$ cat src/rtl/datapath_mc.sv
// Multi-cycle datapath: self-sequenced fetch/execute over an internal program memory,
// register file and flag-producing ALU. Instructions are three words: opcode, a, b.
module datapath_mc #(
  parameter int unsigned WIDTH  = 8,
  parameter int unsigned DEPTH  = 64,
  parameter int unsigned NREGS  = 8,
  localparam int unsigned ADDR_W = $clog2(DEPTH),
  localparam int unsigned RSEL_W = $clog2(NREGS)
) (
  input  logic              clock,
  input  logic              reset,
  input  logic              load_en,
  input  logic [ADDR_W-1:0] load_addr,
  input  logic [WIDTH-1:0]  load_data,
  input  logic              start,
  output logic              busy,
  output logic              halted,
  output logic              illegal,
  output logic [WIDTH-1:0]  result,
  output logic [3:0]        flags,
  output logic [ADDR_W-1:0] pc_out
);

  localparam logic [7:0] OpNop  = 8'h00;
  localparam logic [7:0] OpLdi  = 8'h01;
  localparam logic [7:0] OpAdd  = 8'h02;
  localparam logic [7:0] OpSub  = 8'h03;
  localparam logic [7:0] OpAnd  = 8'h04;
  localparam logic [7:0] OpOr   = 8'h05;
  localparam logic [7:0] OpXor  = 8'h06;
  localparam logic [7:0] OpMov  = 8'h07;
  localparam logic [7:0] OpJmp  = 8'h08;
  localparam logic [7:0] OpJz   = 8'h09;
  localparam logic [7:0] OpJc   = 8'h0A;
  localparam logic [7:0] OpHalt = 8'hFF;

  typedef enum logic [1:0] {StIdle, StFetch, StExec, StHalt} state_e;

  state_e             state_q;
  logic [ADDR_W-1:0]  pc_q;
  logic [WIDTH-1:0]   ir_op_q, ir_a_q, ir_b_q;
  logic [WIDTH-1:0]   regs_q [NREGS];
  logic [WIDTH-1:0]   mem [DEPTH];
  logic [WIDTH-1:0]   result_q;
  logic [3:0]         flags_q;
  logic               illegal_q;

  // PC arithmetic wraps modulo DEPTH, which need not be a power of two.
  function automatic logic [ADDR_W-1:0] addr_add(input logic [ADDR_W-1:0] base,
                                                 input int unsigned k);
    logic [ADDR_W:0] s;
    s = {1'b0, base} + (ADDR_W+1)'(k);
    if (s >= (ADDR_W+1)'(DEPTH)) s = s - (ADDR_W+1)'(DEPTH);
    return s[ADDR_W-1:0];
  endfunction

  always_ff @(posedge clock) begin
    if (load_en && state_q == StIdle) mem[load_addr] <= load_data;
  end

  logic [7:0]        opc;
  logic [WIDTH-1:0]  ra, rb, wdata;
  logic [WIDTH:0]    sum, diff;
  logic              reg_we, flag_we, is_halt, is_bad, alu_c, alu_v;
  logic [ADDR_W-1:0] pc_seq, pc_nxt;

  always_comb begin
    opc     = ir_op_q[7:0];
    ra      = regs_q[ir_a_q[RSEL_W-1:0]];
    rb      = regs_q[ir_b_q[RSEL_W-1:0]];
    sum     = {1'b0, ra} + {1'b0, rb};
    diff    = {1'b0, ra} - {1'b0, rb};
    pc_seq  = addr_add(pc_q, 3);
    pc_nxt  = pc_seq;
    wdata   = '0;
    reg_we  = 1'b0;
    flag_we = 1'b0;
    alu_c   = 1'b0;
    alu_v   = 1'b0;
    is_halt = 1'b0;
    is_bad  = 1'b0;
    unique case (opc)
      OpNop: ;
      OpLdi: begin wdata = ir_b_q; reg_we = 1'b1; end
      OpAdd: begin
        wdata = sum[WIDTH-1:0]; reg_we = 1'b1; flag_we = 1'b1;
        alu_c = sum[WIDTH];
        alu_v = (ra[WIDTH-1] == rb[WIDTH-1]) && (sum[WIDTH-1] != ra[WIDTH-1]);
      end
      OpSub: begin
        wdata = diff[WIDTH-1:0]; reg_we = 1'b1; flag_we = 1'b1;
        alu_c = diff[WIDTH];  // borrow
        alu_v = (ra[WIDTH-1] != rb[WIDTH-1]) && (diff[WIDTH-1] != ra[WIDTH-1]);
      end
      OpAnd: begin wdata = ra & rb; reg_we = 1'b1; flag_we = 1'b1; end
      OpOr:  begin wdata = ra | rb; reg_we = 1'b1; flag_we = 1'b1; end
      OpXor: begin wdata = ra ^ rb; reg_we = 1'b1; flag_we = 1'b1; end
      OpMov: begin wdata = rb; reg_we = 1'b1; end
      OpJmp: pc_nxt = ir_a_q[ADDR_W-1:0];
      OpJz:  if (flags_q[0]) pc_nxt = ir_a_q[ADDR_W-1:0];
      OpJc:  if (flags_q[1]) pc_nxt = ir_a_q[ADDR_W-1:0];
      OpHalt: is_halt = 1'b1;
      default: is_bad = 1'b1;
    endcase
  end

  always_ff @(posedge clock) begin
    if (reset) begin
      state_q   <= StIdle;
      pc_q      <= '0;
      ir_op_q   <= '0;
      ir_a_q    <= '0;
      ir_b_q    <= '0;
      result_q  <= '0;
      flags_q   <= '0;
      illegal_q <= 1'b0;
      for (int i = 0; i < NREGS; i++) regs_q[i] <= '0;
    end else begin
      unique case (state_q)
        StIdle, StHalt: begin
          if (start) begin
            state_q <= StFetch;
            pc_q    <= '0;
          end
        end
        StFetch: begin
          ir_op_q <= mem[pc_q];
          ir_a_q  <= mem[addr_add(pc_q, 1)];
          ir_b_q  <= mem[addr_add(pc_q, 2)];
          state_q <= StExec;
        end
        StExec: begin
          if (is_halt || is_bad) begin
            // PC is left on the halting instruction.
            state_q   <= StHalt;
            illegal_q <= illegal_q | is_bad;
          end else begin
            pc_q    <= pc_nxt;
            state_q <= StFetch;
            if (reg_we) begin
              regs_q[ir_a_q[RSEL_W-1:0]] <= wdata;
              result_q                   <= wdata;
            end
            if (flag_we) flags_q <= {alu_v, wdata[WIDTH-1], alu_c, (wdata == '0)};
          end
        end
        default: state_q <= StIdle;
      endcase
    end
  end

  assign busy    = (state_q == StFetch) || (state_q == StExec);
  assign halted  = (state_q == StHalt);
  assign illegal = illegal_q;
  assign result  = result_q;
  assign flags   = flags_q;
  assign pc_out  = pc_q;

endmodule
$ cat config.mk
export PLATFORM = sky130hd
export DESIGN_NAME = datapath_mc
export DESIGN_NICKNAME = d
export VERILOG_FILES = /design/src/rtl/datapath_mc.sv
export SDC_FILE = /design/constraint.sdc
export NUM_CORES = 1
export LEC_CHECK = 0
export ABC_CLOCK_PERIOD_IN_PS = 7200
export CORE_MARGIN = 8
export CORE_UTILIZATION = 70
export CTS_CLUSTER_SIZE = 40
export DETAILED_ROUTE_END_ITERATION = 6
export DONT_BUFFER_PORTS = 1
export PLACE_DENSITY_LB_ADDON = 0.2
export SETUP_SLACK_MARGIN = 0.02
export SYNTH_ARGS = -nofsm -noshare
export SYNTH_HDL_FRONTEND = slang
export SYNTH_SLANG_ARGS = --single-unit
$ cat constraint.sdc
create_clock -name clock -period 7.2 [get_ports clock]
set_input_delay 1.44 -clock clock [delete_from_list [all_inputs] [get_ports clock]]
set_output_delay 1.44 -clock clock [all_outputs]
set_load 0.1 [all_outputs]
After elaboration in Yosys (flattened, before gate mapping)
Memory sizes are Yosys's and may differ from the RTL's. A register that Yosys moved wholly into a read port is not among the register bits. Index checks and enable logic that the tools add are counted.

RAM bits: 576. Output and inout port bits: 21. Memory bits (read-only): 0. Register bits: 21. Word-level logic and storage cells: 96. Latch bits: 0. Memories kept: 2. Bits of input ports: 18.

Muxes and demuxes: 35. Multipliers: 0. Order comparisons: 3. Reductions and logical operators: 18. Divide/modulo/power cells: 0. Bitwise operators: 5. Add/subtract/negate cells: 8. Shift-type cells: 0. Eq/ne operators: 20.

Memory list: mem (words 64, width 8, rd ports 3, clocked after Yosys merged registers in 3, write ports 1, RTL line 43) `logic [WIDTH-1:0] mem [DEPTH];`; regs_q (words 8, width 8, rd ports 2, clocked after Yosys merged registers in 0, write ports 8, RTL line 42) `logic [WIDTH-1:0] regs_q [NREGS];`.

Operators by type and width (number): 6-bit 2-to-1 mux (11); 8-bit case mux with 7 select lines (1); 8-bit by 3-bit == test with 1-bit output, second input constant (4); 8-bit by 4-bit == test with 1-bit output, second input constant (3); 7-bit greater-or-equal comparator, second input constant (3); 6-bit case mux with 3 select lines (1); 6-bit by 1-bit subtractor with 6-bit output, second input constant (3); 8-bit by 2-bit == test with 1-bit output, second input constant (2); 8-bit logical NOT (2); 6-bit by 2-bit adder with 7-bit output, second input constant (2); 1-bit 2-to-1 mux (14); 6-bit case mux with 2 select lines (1); 12-bit OR reduction (1); 8-bit by 8-bit adder with 9-bit output (1); 3-bit AND reduction (3); 8-bit by 8-bit subtractor with 9-bit output (1); 8-bit bitwise AND (1); 8-bit by 1-bit == test with 1-bit output, second input constant (1); 8-bit == test, second input constant (1); 8-bit 2-to-1 mux (1); 8-bit bitwise OR (1); 8-bit OR reduction (1); 8-bit bitwise XOR (1); 6-bit by 1-bit adder with 7-bit output, second input constant (1); other kinds (19) (28).

Logic depth before layout (Yosys ltp)
Gate-level depths: netlist of run 1.

Depth after elaboration: 10. Gate-level depth with buffers: 18.

Worst setup path before layout of run 1
Ideal clock, no wire load.

Path type: register -> register. Start: register pc_q[1] (netlist: pc_out[1]). End: register ir_a_q[1] (read register of mem). Cell stages (with the launch flop): 14. Period minus slack after synthesis: 4.497 ns. Slack: 2.703 ns. Library setup time: 0.132 ns. Arrival: 4.365 ns. Data required time: 7.068 ns. Cells stage by stage: dfxtp_1 buf_2 buf_1 inv_2 buf_2 ha_1 buf_2 clkbuf_1 clkbuf_1 mux4_2 mux4_2 mux2_2 o22ai_1 nor3_1.

Cells in the longest elaborated chain, start to end: 5. Elaborated cells on any way between the ends: 6. Those cells by class: 2 x add/sub; 1 x order compare; 3 x mux.

Ends and longest elaborated chain: from (decl) (RTL line 40) `logic [ADDR_W-1:0] pc_q;`; from (signal assigned) (RTL line 138) `pc_q <= pc_nxt;`; 6-bit by 1-bit adder with 7-bit output (*) (RTL line 52) `s = {1'b0, base} + (ADDR_W+1)'(k);`; 6-bit by 1-bit subtractor with 6-bit output or 7-bit greater-or-equal comparator (tied branches) (RTL line 53) `if (s >= (ADDR_W+1)'(DEPTH)) s = s - (ADDR_W+1)'(DEPTH);`; 6-bit 2-to-1 mux (*) (RTL line 53); 6-bit 2-to-1 mux (*) (RTL line 119) `unique case (state_q)`; 6-bit 2-to-1 mux (*) (RTL line 108) `if (reset) begin`; to (decl) (RTL line 41) `logic [WIDTH-1:0] ir_op_q, ir_a_q, ir_b_q;`.

Every way passes the cells marked *; elsewhere a longest branch is shown, timed or not. The select of a mux whose other input is x is not followed. A chain may end at the register's enable or synchronous reset.

Final worst setup path of run 1
Start: register ir_a_q[1] (read register of mem). End: register flags_q[0] (netlist: flags[0]).

Cells in the longest elaborated chain, start to end: 4. Elaborated cells on any way between the ends: 8. Those cells by class: 2 x add/sub; 1 x mux; 3 x bitwise; 1 x reduce/logical; 1 x memory.

Ends and longest elaborated chain: memory read 8 x 8 bit (*); 8-bit by 8-bit subtractor with 9-bit output, or another cell as far along (RTL line 72) `diff = {1'b0, ra} - {1'b0, rb};`; 8-bit case mux with 7 select lines (*) (RTL line 82) `unique case (opc)`; 8-bit logical NOT (*) (RTL line 144) `if (flag_we) flags_q <= {alu_v, wdata[WIDTH-1], alu_c, (wdata == '0)};`; to (signal assigned) (RTL line 144); to (decl) (RTL line 45) `logic [3:0] flags_q;`.

Every way passes the cells marked *; elsewhere a longest branch is shown, timed or not.

==> results of run 1 <==
-- synthesized netlist by cell type (all sizes together) (6+ instances only) --
master	count
dfxtp	43
nand2b	19
o211ai	7
o22ai	15
nand3	22
nor2	197
nand4	6
o221ai	10
xnor2	8
mux2	12
nand2	76
nor2b	15
a211oi	18
nor3	17
mux2i	64
o21ai	42
inv	37
a22oi	7
buf	75
clkbuf	85
edfxtp	576
mux4	445
nand3b	9
a21oi	47
a31oi	7
and2	8
ha	32
-- critical path: cells and delay by family (launching register included) --
family | cells | cell delay, ps
flops | 1 | 910
buf+inv | 2 | 420
fa+ha+maj | 2 | 760
mux | 1 | 210
simple gates | 3 | 280
compound gates | 7 | 2310
-- final cells by class --
type,instances,area [µm²],area share
antenna,4,10.0,0.000278
clock buffer,80,1680,0.0466
clock inverter,30,395,0.0110
inverter,38,143,0.00396
multi-input combinational,1152,14600,0.404
sequential,619,18200,0.504
tap,615,769,0.0213
timing repair buffer,39,330,0.00916
-- registers in the layout, indices dropped and copies added, names as in the netlist --
| name | cells |
|---|---|
| flags | 4 |
| ir_a_q | 6 |
| state_q | 2 |
| mem | 512 |
| ir_op_q | 8 |
| result | 8 |
| ir_b_q | 8 |
| regs_q | 64 |
| illegal | 1 |
| pc_out | 6 |
-- per-layer routing --
metal  global-route usage  up-vias  wire [µm]
met5              0.00801        -        127
met3                0.107      366      14100
li1                     -     8123          -
met4                0.142        8       4790
met2                0.512     2018      43100
met1                0.452    10666      31600
-- logic make-up after synthesis --
| kind of cell | Yosys count | share of synthesized area |
|---|---|---|
| flops | 619 | 0.541 |
| mux | 521 | 0.322 |
| simple gates | 395 | 0.0550 |
| buf+inv | 198 | 0.0269 |
| compound gates | 191 | 0.0389 |
| fa+ha+maj | 34 | 0.0131 |
| xor+xnor | 11 | 0.00287 |
-- per-stage QoR --
stage / instances / util
5_1_grt: 2574 / 0.758
6_report: 2577 / 0.758
3_5_place_dp: 2463 / 0.715
4_1_cts: 2573 / 0.758
2_1_floorplan: 1969 / -
3_3_place_gp: 2463 / 0.715
-- power breakdown --
part	leakage, nW	switching (mW)	internal (mW)
sequential	5.62	0.198	4.01
combinational	4.24	1.61	1.27
clock	1.01	1.37	1.99
total	10.9	3.18	7.26
-- final timing paths --
kind | to | cells after the start | startpoint
max | flags[0] | 15 | ir_a_q[1]
min reg2reg | ir_b_q[5] | 2 | ir_b_q[5]
max reg2reg | flags[0] | 15 | ir_a_q[1]
min | ir_b_q[5] | 2 | ir_b_q[5]
==> flow_summary.ini, run 1 <==
[placement]
portBuffers = 0
dp.final_hpwl_um = 57900
preCtsSetupSlack_ps = 2350
gp_routability_congestion = 0.999
dpl-instance-area_mm2 = 0.0340

[floorplan]
ioPinCount = 39
floorplan.initialDensity = 0.706
die_y_um = 235
die_x_um = 235
die_area_mm2 = 0.0552
core-area_mm2 = 0.0475
placementRows = 80

[synthesis]
synth-warning-count = 0
netlist_top_cells_area = sky130_fd_sc_hd__edfxtp_1, sky130_fd_sc_hd__mux4_2, sky130_fd_sc_hd__dfxtp_1
synth-main-ff-cell = sky130_fd_sc_hd__edfxtp_1
ys_ff_latch = 619
cell_area_synth_mm2 = 0.0335
postSynthNetCount = 2021
post-synth-top-area-fraction = 0.516
postSynth.asyncResetShare = 0
synth_largest_area_cell = sky130_fd_sc_hd__edfxtp_1
synth_cell_type_count = 75
seq_total_area_yosys = 0.541
syn_area_per_cell_um2 = 17.0
synth_enable_flop_cells = 576
netlist_instances = 1969

[timing]
fin_worst_hold_slack_ps = 477
final_report_setup_violation_count = 0
finalCriticalPeriod_ps = 4950
setup_tns_ps = 0
upper_clock_frequency_limit_mhz = 202
finalHoldViolations = 0
finClkSkew_ps = 21.3
maxSlewHeadroom = 0.132
slew_viol_final = 0
grt_setup_unrepaired = no
final.period_utilization = 0.688
timing_worst_slew_pin_value_ps = 1300
post-route-worst-setup-slack_ps = 2250

[clock_network]
ctsHtreeMaxLevel = 2
post_cts_resize_count = 0
cts_inserted_buffers = 61
postCtsHoldBufs = 0
cts_num_sinks = 619
clockBufferDepth = 3
cts_setup_buffers = 0
cts_tree = done
insertion_delay_ps = 650
cts_root_buffer = sky130_fd_sc_hd__clkbuf_16
cts.clk_slew.worst_paths_ps = 70

[final_layout]
layout_common_cells = sky130_fd_sc_hd__edfxtp_1, sky130_fd_sc_hd__mux4_2, sky130_fd_sc_hd__nor2_1
n_fill_cell = 2520
design_area_mm2 = 0.0361
layout_cell_share_with_drive_strength_beyond_1 = 0.319
final_common_cell = sky130_fd_sc_hd__edfxtp_1
area_growth_pct = 7.50
post_layout_nets = 1963

[detailed_routing]
drt_drc_violations_left = 112
drt-pass1-iter-count = 7
post_detailed_route_via_to_cell_ratio = 8.22
vias = 21181
drt-total-wl_um = 93700
detail_route.wl_per_cell_um = 36.4
iter_0_drt_violations = 3801
detail-route-antenna-nets = 0

[worst_setup_path]
cpPeakStageDelay_ps = 910
timing_worst_setup_path_type = flop to flop
critPathLaunchType = flop
cp_cell_sequence = buf_4 -> mux2i_1 -> nor2_1 -> a21oi_1 -> nor2_1 -> a221oi_1 -> ha_1 -> inv_1 -> fa_1 -> a311o_1 -> a221oi_1 -> o221ai_1 -> a21oi_2 -> nand4_1 -> o21ai_1
timing.critical_path.fanout_max = 17
critical_path_arrival_ps = 5530
timing.reg2reg.setup_slack_ps = 2250
worst-endpoint-required_ps = 7780
crit_slowest_cell = sky130_fd_sc_hd__dfxtp_1
critical_path.endpoint_type = flop

[power_and_ir_drop]
pwr_density_cell_mw_per_mm2 = 290
leakage_nw = 10.9
vdd_ir_drop_max_mv = 0.246
post-layout-total-power_mw = 10.4

[global_routing]
antenna_violations_before_repair = 6
first_global_vias = 20591
overflow = 0
largest_net_degree_at_the_start_of_global_routing = 185
globalRouteTotalUtil = 0.336
grt_pass1_wl_um = 138000

[status]
violations_in_the_final_reports = design-rule violations
run_status = finished with violations

[min_path]
min-delay-path-class = flop to flop

[flow_run]
max-cap-violations = 0
Note: power is estimated with default switching activity, not from simulation.
==> inputs of run 2 (changes only) <==
Settings changed: ABC_CLOCK_PERIOD_IN_PS 7200 to 4800, CORE_UTILIZATION 70 to 65.
Clock period 7.2 ns to 4.8 ns, I/O delays scaled along.
==> flow_summary.ini, run 2 (synthesis results as in run 1) <==
[placement]
portBuffers = 0
post-place-cells = 2550
gp_routability_congestion = 0.977
dpl-instance-area_mm2 = 0.0343
dp.final_hpwl_um = 58900
preCtsSetupSlack_ps = 512

[final_layout]
largest_register_ffs = 512
layout_top_registers = mem (512), regs_q (64)
layout_common_cells = sky130_fd_sc_hd__edfxtp_1, sky130_fd_sc_hd__mux4_2, sky130_fd_sc_hd__nor2_1
design_area_mm2 = 0.0364
final_core_utilization = 0.711
post_layout_nets = 1991
finish.cell_count_without_fillers = 2668
area_growth_pct = 8.56
top_register = mem
final_common_cell = sky130_fd_sc_hd__edfxtp_1
layout_cell_share_with_drive_strength_beyond_1 = 0.329

[timing]
upper_clock_frequency_limit_mhz = 225
finClkSkew_ps = 27.9
final.period_utilization = 0.926
maxSlewHeadroom = 0.0936
post-route-worst-setup-slack_ps = 357
slew_viol_final = 0
grt_setup_unrepaired = no
fin_worst_hold_slack_ps = 443
finalHoldViolations = 0
timing_worst_slew_pin_value_ps = 1350
setup_tns_ps = 0
finalCriticalPeriod_ps = 4440
final_report_setup_violation_count = 0

[detailed_routing]
drt-total-wl_um = 92200
iter_0_drt_violations = 3133
post_detailed_route_via_to_cell_ratio = 7.83
detail_route.wl_per_cell_um = 34.6
vias = 20902
detail-route-antenna-nets = 0
drt_drc_violations_left = 0
drt-pass1-iter-count = 6

[power_and_ir_drop]
pwr_density_cell_mw_per_mm2 = 432
proportion_of_total_power_due_to_net_switching = 0.303
reg_power_frac = 0.399
p_int_mw = 11.0
leakage_nw = 11.0
post-layout-total-power_mw = 15.7
switching_power_mw = 4.76
clock_power_share = 0.322
power.combinational.fraction = 0.280
vdd_ir_drop_max_mv = 0.329

[global_routing]
grt_pass1_wl_um = 136000
antenna_violations_before_repair = 2
top_usage_layer = met2
grt_use_met2 = 0.499
largest_net_degree_at_the_start_of_global_routing = 126
groute.layer.met1.usage = 0.410
overflow = 0
grtUsageMet3 = 0.0802
globalRouteTotalUtil = 0.312
first_global_vias = 20375

[clock_network]
cts_inserted_buffers = 67
cts_num_sinks = 619
cts_setup_buffers = 0
postCtsHoldBufs = 0
cts.clk_slew.worst_paths_ps = 60
cts_root_buffer = sky130_fd_sc_hd__clkbuf_16
cts_tree = done
ctsHtreeMaxLevel = 3
clockBufferDepth = 3
post_cts_resize_count = 0
insertion_delay_ps = 590

[min_path]
hold_path_depth = 1
min-delay-path-class = input port to flop
hold_start = reset
min_to = result[7]

[worst_setup_path]
timing_worst_setup_path_type = flop to flop
cpPeakStageDelay_ps = 700
regToRegStartpoint = ir_a_q[1]
crit_slowest_cell = sky130_fd_sc_hd__dfxtp_1
critical_path.endpoint_type = flop
timing.reg2reg.setup_slack_ps = 360
worst-endpoint-required_ps = 5320
timing.critical_path.fanout_max = 15
critical_path.n_buffers_inverters = 1
reg2regPathDepth = 14
cp_cell_sequence = mux2i_1 -> nor2_1 -> a21oi_1 -> nor2_1 -> a221oi_1 -> ha_1 -> inv_1 -> fa_1 -> a311o_1 -> a221oi_1 -> o221ai_1 -> a21oi_2 -> nand4_1 -> o21ai_1
endpoint_of_the_worst_register_to_register_path = flags[0]
cpLargestDelayFamily = compound AO/OA/AOI/OAI gates
critPathLaunchType = flop
critical_path_arrival_ps = 4970

[floorplan]
core-area_mm2 = 0.0512
die_x_um = 243
ioPinCount = 39
die_y_um = 243
die_area_mm2 = 0.0591
floorplan.initialDensity = 0.655
placementRows = 83

[flow_run]
max-cap-violations = 0

[status]
run_status = finished, final reports clean
[run 2: cell types whose count changed in the layout (fill, tap and decap cells not counted), sizes merged]
| cell | delta |
|---|---|
| buf | +22 |
| bufinv | -3 |
| clkbuf | -1 |
| clkinv | +10 |
| clkinvlp | -1 |
| diode | -2 |
| inv | +1 |
[run 2: worst reg2reg max path, stage by stage (launching register included)]
cell and delay, ps:
sky130_fd_sc_hd__dfxtp_1 700, sky130_fd_sc_hd__mux2i_1 280, sky130_fd_sc_hd__nor2_1 60, sky130_fd_sc_hd__a21oi_1 130
sky130_fd_sc_hd__nor2_1 50, sky130_fd_sc_hd__a221oi_1 480, sky130_fd_sc_hd__ha_1 290, sky130_fd_sc_hd__inv_1 70
sky130_fd_sc_hd__fa_1 470, sky130_fd_sc_hd__a311o_1 350, sky130_fd_sc_hd__a221oi_1 440, sky130_fd_sc_hd__o221ai_1 220
sky130_fd_sc_hd__a21oi_2 500, sky130_fd_sc_hd__nand4_1 170, sky130_fd_sc_hd__o21ai_1 170
[run 2: worst max-delay path by stage]
stage | start | endpoint | slack, ps | cells after the start
after floorplan | pc_out[1] | ir_a_q[1] | 300 | 13
after detailed placement | ir_a_q[1] | regs_q[5][6] | 510 | 13
final | ir_a_q[1] | flags[0] | 360 | 14
after global placement | ir_a_q[1] | flags[0] | 710 | 14
after CTS | ir_a_q[1] | flags[0] | 480 | 14
after global routing | ir_a_q[1] | flags[0] | 30 | 14
[run 2: layer usage]
layer / wire (µm) / vias up
met5: 12 / -
met4: 4300 / 2
met3: 11700 / 292
met2: 44300 / 1703
met1: 31900 / 10721
li1: - / 8184
[run 2: area by class of cell]
| type | count | area, µm² |
|---|---|---|
| flip-flops and latches | 619 | 18200 |
| fillers | 3007 | 14800 |
| multi-input cells | 1152 | 14600 |
| clock buffers | 79 | 1760 |
| well taps | 680 | 851 |
| repair buffers | 61 | 546 |
| clock inverters | 37 | 357 |
| inverters | 38 | 143 |
| diodes | 2 | 5.00 |
[run 2: power by group through the flow]
stage	clock, mW	sequential (mW)	combinational, mW
final	5.06	6.27	4.40
after global routing	5.29	6.28	4.66
after CTS	5.09	6.26	4.34
after detailed placement	0	6.38	4.30
after global placement	0	6.37	4.23
after floorplan	0	6.28	3.35
==> patch 1, RTL diff (config.mk and constraints of run 2) <==
Encoding of `state_e`: now Gray code (2 bits for 4 states).
--- a/src/rtl/datapath_mc.sv
+++ b/src/rtl/datapath_mc.sv
@@ -34,7 +34,7 @@
   localparam logic [7:0] OpJc   = 8'h0A;
   localparam logic [7:0] OpHalt = 8'hFF;
 
-  typedef enum logic [1:0] {StIdle, StFetch, StExec, StHalt} state_e;
+  typedef enum logic [1:0] {StIdle = 2'b00, StFetch = 2'b01, StExec = 2'b11, StHalt = 2'b10} state_e;
 
   state_e             state_q;
   logic [ADDR_W-1:0]  pc_q;
Behaviour: no difference found for any inputs over 4 cycles, from zero or initial values and one cycle with reset high; so few cycles prove little.
==> patch 1 against run 2 <==
Cell area fell by 0.67%. Global-route usage fell by 0.12 points. Sequential share of layout area rose by 0.33 points. Worst setup slack improved by 0.11 ns. Sequential cell count did not move. Area after synthesis fell by 0.61%. Routed wire length fell by 0.29%.
Power is not compared: it rests on default switching activity, and its combinational part moved more than twofold at a synthesized area within 25%.
==> patch 1: results (changes against run 2) <==
- Outcome: finished, final reports clean
- Syn_area_per_cell: 17.2 um2 (+0.72%)
- R2r startpoint: ir_a_q[0]
- Fillers: 3,044 (+1.2%)
- Area of placed instances: 34,100 um2 (-0.62%)
- Final Wtd Congestion: 0.882 (-9.8%)
- Invs w/o clock: 32 (-16%)
- GR Util met2: 48.7% (-1.3 points)
- Met1 WL: 31,800 um (-0.24%)
- Sequential cell count: 619 (unchanged)
- Worst slack, placed: 0.539 ns (+0.0274 ns)
- Non-Filler Cell Area, Final: 36,200 um2 (-0.67%)
- Clock-cell share: 5.79% (-0.030 points)
- Post-Place Cells: 2,515 (-1.4%)
- R2r setup slk: 0.47 ns (+0.11 ns)
- Iter 0 DRT Violations: 3,325 (+6.1%)
- Post-synthesis sequential area ratio: 54.5% (+0.33 points)
- Initial antenna violation count: 1 (-1)
- Die area: 58,800 um2 (-0.57%)
- Area taken by multi-input logic gates: 14,500 um2 (-0.88%)
- Vias per cell: 7.88 (+0.64%)
- Seq. cell area: 18,200 um2 (about the same)
- Met1 Use GR: 41.7% (+0.73 points)
- Num CTS Buffers: 61 (-9.0%)
- Hold slack: 0.393 ns (-0.0498 ns)
- Layout cells sized above 1: 33.2% (+0.37 points)
- DPL Wire Length: 59,100 um (+0.28%)
- Final cell count without fillers: 2,629 (-1.5%)
- Drt total wl: 92,000 um (-0.29%)
- #MultiIn Comb: 1,133 (-1.6%)
- Largest net degree at the start of global routing: 103 (-18%)
- Final net count: 1,946 (-2.3%)
- Ant. Diodes: 0 (-2)
- Worst r2r path cells: 10 (-4)
- Synth cell count leaders: edfxtp_1 (576), mux4_2 (448), nor2_1 (155), clkbuf_1 (83), nand2_1 (76)
- Ranking of synthesized cells by area: edfxtp_1 (52%), mux4_2 (30%), dfxtp_1 (2.6%)
- CLK BUF: 73 (-7.6%)
- Reg2reg end: regs_q[5][7]
- Mapped Nets: 1,991 (-1.5%)
- Detailed Routing Iterations Pass 1: 7 (+1)
- Data buffer area share: 1.34% (-0.16 points)
- Worst hold endpoint: result[3]
- Non-clk bufs: 51 (-16%)
- Number of global-route vias before repair: 20,300 (-0.45%)
- Tot GR Track Use: 31.1% (-0.12 points)
- H-tree depth: 2 (-1)
- Slew HR: 8.77% (-0.59 points)
- Critical Path AT: 4.68 ns (-0.29 ns)
- Clock Latency Late Sink: 0.64 ns (+0.05 ns)
[patch 1: changes by cell type in the layout (fill, tap and decap cells not counted), moves of 11 or more]
| cell | before | now |
|---|---|---|
| a211oi_1 | 17 | 3 |
| a21o_1 | 2 | 13 |
| a21oi_1 | 44 | 63 |
| buf_4 | 54 | 43 |
| nand2b_1 | 19 | 8 |
| nor2_1 | 196 | 154 |
| nor3_1 | 15 | 39 |
| o21ai_0 | 40 | 63 |
[patch 1: worst max-delay path by stage]
stage,start,to,slack (ns)
6_report,ir_a_q[0],regs_q[5][7],0.47
5_1_grt,ir_a_q[0],regs_q[5][7],0.17
4_1_cts,ir_a_q[0],regs_q[5][7],0.48
3_5_place_dp,ir_a_q[0],regs_q[5][7],0.54
3_3_place_gp,ir_a_q[0],regs_q[0][7],0.70
2_1_floorplan,pc_out[1],ir_a_q[1],0.54
[patch 1: worst max-delay path, cell delays in order, from the launching register on]
cell and delay [ns]:
dfxtp_1 0.60, buf_4 0.35, mux4_2 0.54, mux2i_1 0.24
ha_1 0.39, a21oi_1 0.27, o22ai_1 0.16, o41ai_1 0.54
o221ai_1 0.22, a21oi_2 0.60, nor3_1 0.13
[patch 1: logic make-up after synthesis]
family          Yosys count  synth area share (%)
simple gates            346                  4.70
mux                     526                  32.7
flops                   619                  54.5
buf+inv                 191                  2.45
fa+ha+maj                30                  1.17
xor+xnor                 14                 0.368
compound gates          217                  4.20
[patch 1: report_power, final]
group / leakage [nW] / switching [mW] / internal, mW / total [mW]
clock network: 1.01 / 2.09 / 2.94 / 5.03
logic: 4.20 / 0.487 / 0.371 / 0.858
registers: 5.62 / 0.0629 / 5.93 / 6.00
==> patch 2, RTL diff (settings of run 2) <==
Made on the original files. Change the parameter `NREGS` from 8 to 4.
--- a/src/rtl/datapath_mc.sv
+++ b/src/rtl/datapath_mc.sv
@@ -3,7 +3,7 @@
 module datapath_mc #(
   parameter int unsigned WIDTH  = 8,
   parameter int unsigned DEPTH  = 64,
-  parameter int unsigned NREGS  = 8,
+  parameter int unsigned NREGS  = 4,
   localparam int unsigned ADDR_W = $clog2(DEPTH),
   localparam int unsigned RSEL_W = $clog2(NREGS)
 ) (
Check against the original RTL: same outputs for any inputs over 4 cycles, from zero or initial values and one cycle with reset high; that may be too few to reach the edited logic, so the function may still have changed.
==> patch 2 against run 2 <==
Die area shrank 5.1%. Cell count shrank 9.0%. Via count shrank 9.6%. Non-clock buffer count shrank 17. Worst setup slack gained 0.51 ns. Cell area shrank 5.7%. Critical endpoint is now regs_q[1][5]. Routed wire length shrank 8.1%. Area after synthesis shrank 5.5%. Sequential cell count shrank 32.
Power is not compared: it rests on default switching activity, and its combinational part moved more than twofold at a synthesized area within 25%.
==> patch 2: results (changes against run 2) <==
- H-tree depth: 2 (-1)
- Post-synth EDFFs: 544 (-5.6%)
- Setup Skew: 0.0209 ns (-0.00698 ns)
- Number of global-route vias before repair: 18,700 (-8.2%)
- Final Wtd Congestion: 0.927 (-5.1%)
- Post-synthesis sequential area ratio: 54.2% (+0.094 points)
- Ant. Diodes: 0 (-2)
- Clock Latency Late Sink: 0.64 ns (+0.05 ns)
- Layout cells sized above 1: 34.3% (+1.4 points)
- Outcome: finished, final reports clean
- Drt total wl: 84,700 um (-8.1%)
- Total power draw: 11.5 mW
- Iter 0 DRT Violations: 2,817 (-10%)
- First-pass GRT wire length: 126,000 um (-7.7%)
- Average wire per standard cell: 34.9 um (+0.93%)
- Cell variety after synth: 70 (-6.7%)
- HP Class: input port to register
- DPL Wire Length: 53,600 um (-9.0%)
- Post-Syn Instances: 1,800 (-8.6%)
- Initial antenna violation count: 1 (-1)
- Post-Place Cells: 2,320 (-9.0%)
- Critical Path AT: 4.29 ns (-0.68 ns)
- Tot GR Track Use: 30.4% (-0.78 points)
- Worst Max-Slew Pin Slew: 1.37 ns (+0.0176 ns)
- Max incr delay on CP: 0.83 ns (+0.13 ns)
- Worst Path Max Fanout: 14 (-1)
- Ranking of synthesized cells by area: edfxtp_1 (52%), mux4_2 (31%), dfxtp_1 (2.7%)
- Routed via count: 18,900 (-9.6%)
- Num CTS Buffers: 60 (-10%)
- Worst slack, placed: 0.921 ns (+0.409 ns)
-- patch 2: cell count changes in the layout (fill, tap and decap cells not counted), moves of 9 or more --
cell / change
nor2_1: -37
edfxtp_1: -32
nand2_1: -24
mux2i_1: -19
buf_4: -16
a21oi_1: +12
inv_1: -11
clkbuf_16: -9
-- patch 2: cell families after synthesis --
family / after synthesis / synth area share (%)
and+or+nand+nor: 323 / 4.84
adders and majority gates: 35 / 1.43
buffers and inverters: 172 / 2.59
xor gates and xnor gates: 18 / 0.497
AOI/OAI and AO/OA: 174 / 3.53
muxes: 491 / 32.9
DFF: 587 / 54.2
-- patch 2: path summary, 6_finish.rpt --
check             slack (ns)            to  depth (start not counted)      start
hold / removal          0.39     result[4]                          1      reset
setup / recovery        0.87  regs_q[1][5]                          9  ir_a_q[0]
hold reg to reg         0.49     ir_b_q[3]                          2  ir_b_q[3]
setup reg to reg        0.87  regs_q[1][5]                          9  ir_a_q[0]
-- patch 2: per-stage QoR --
stage,hold WS (ns),cell area (um2)
after floorplan,0.437,31700
after global placement,0.460,32300
after detailed placement,0.471,32300
after CTS,0.368,34300
after global routing,0.376,34300
final,0.391,34300
-- patch 2: layout make-up --
| class | count | area, um2 |
|---|---|---|
| clock inverter | 41 | 517 |
| timing repair buffer | 44 | 405 |
| tap | 622 | 778 |
| fill | 2958 | 14200 |
| sequential | 587 | 17200 |
| multi-input combinational | 1041 | 13800 |
| clock buffer | 68 | 1560 |
| inverter | 26 | 97.6 |
-- patch 2: per-layer routing --
layer  part of all wire [%]  routed length, um  vias up  global-route usage [%]
li1                       -                  -     7549                       -
met1                     35              29400     9806                    40.2
met2                     49              41200     1345                    48.6
met3                     13              10900      197                    8.70
met4                    3.8               3240        2                    10.9
met5                  0.014                 12        -                       0
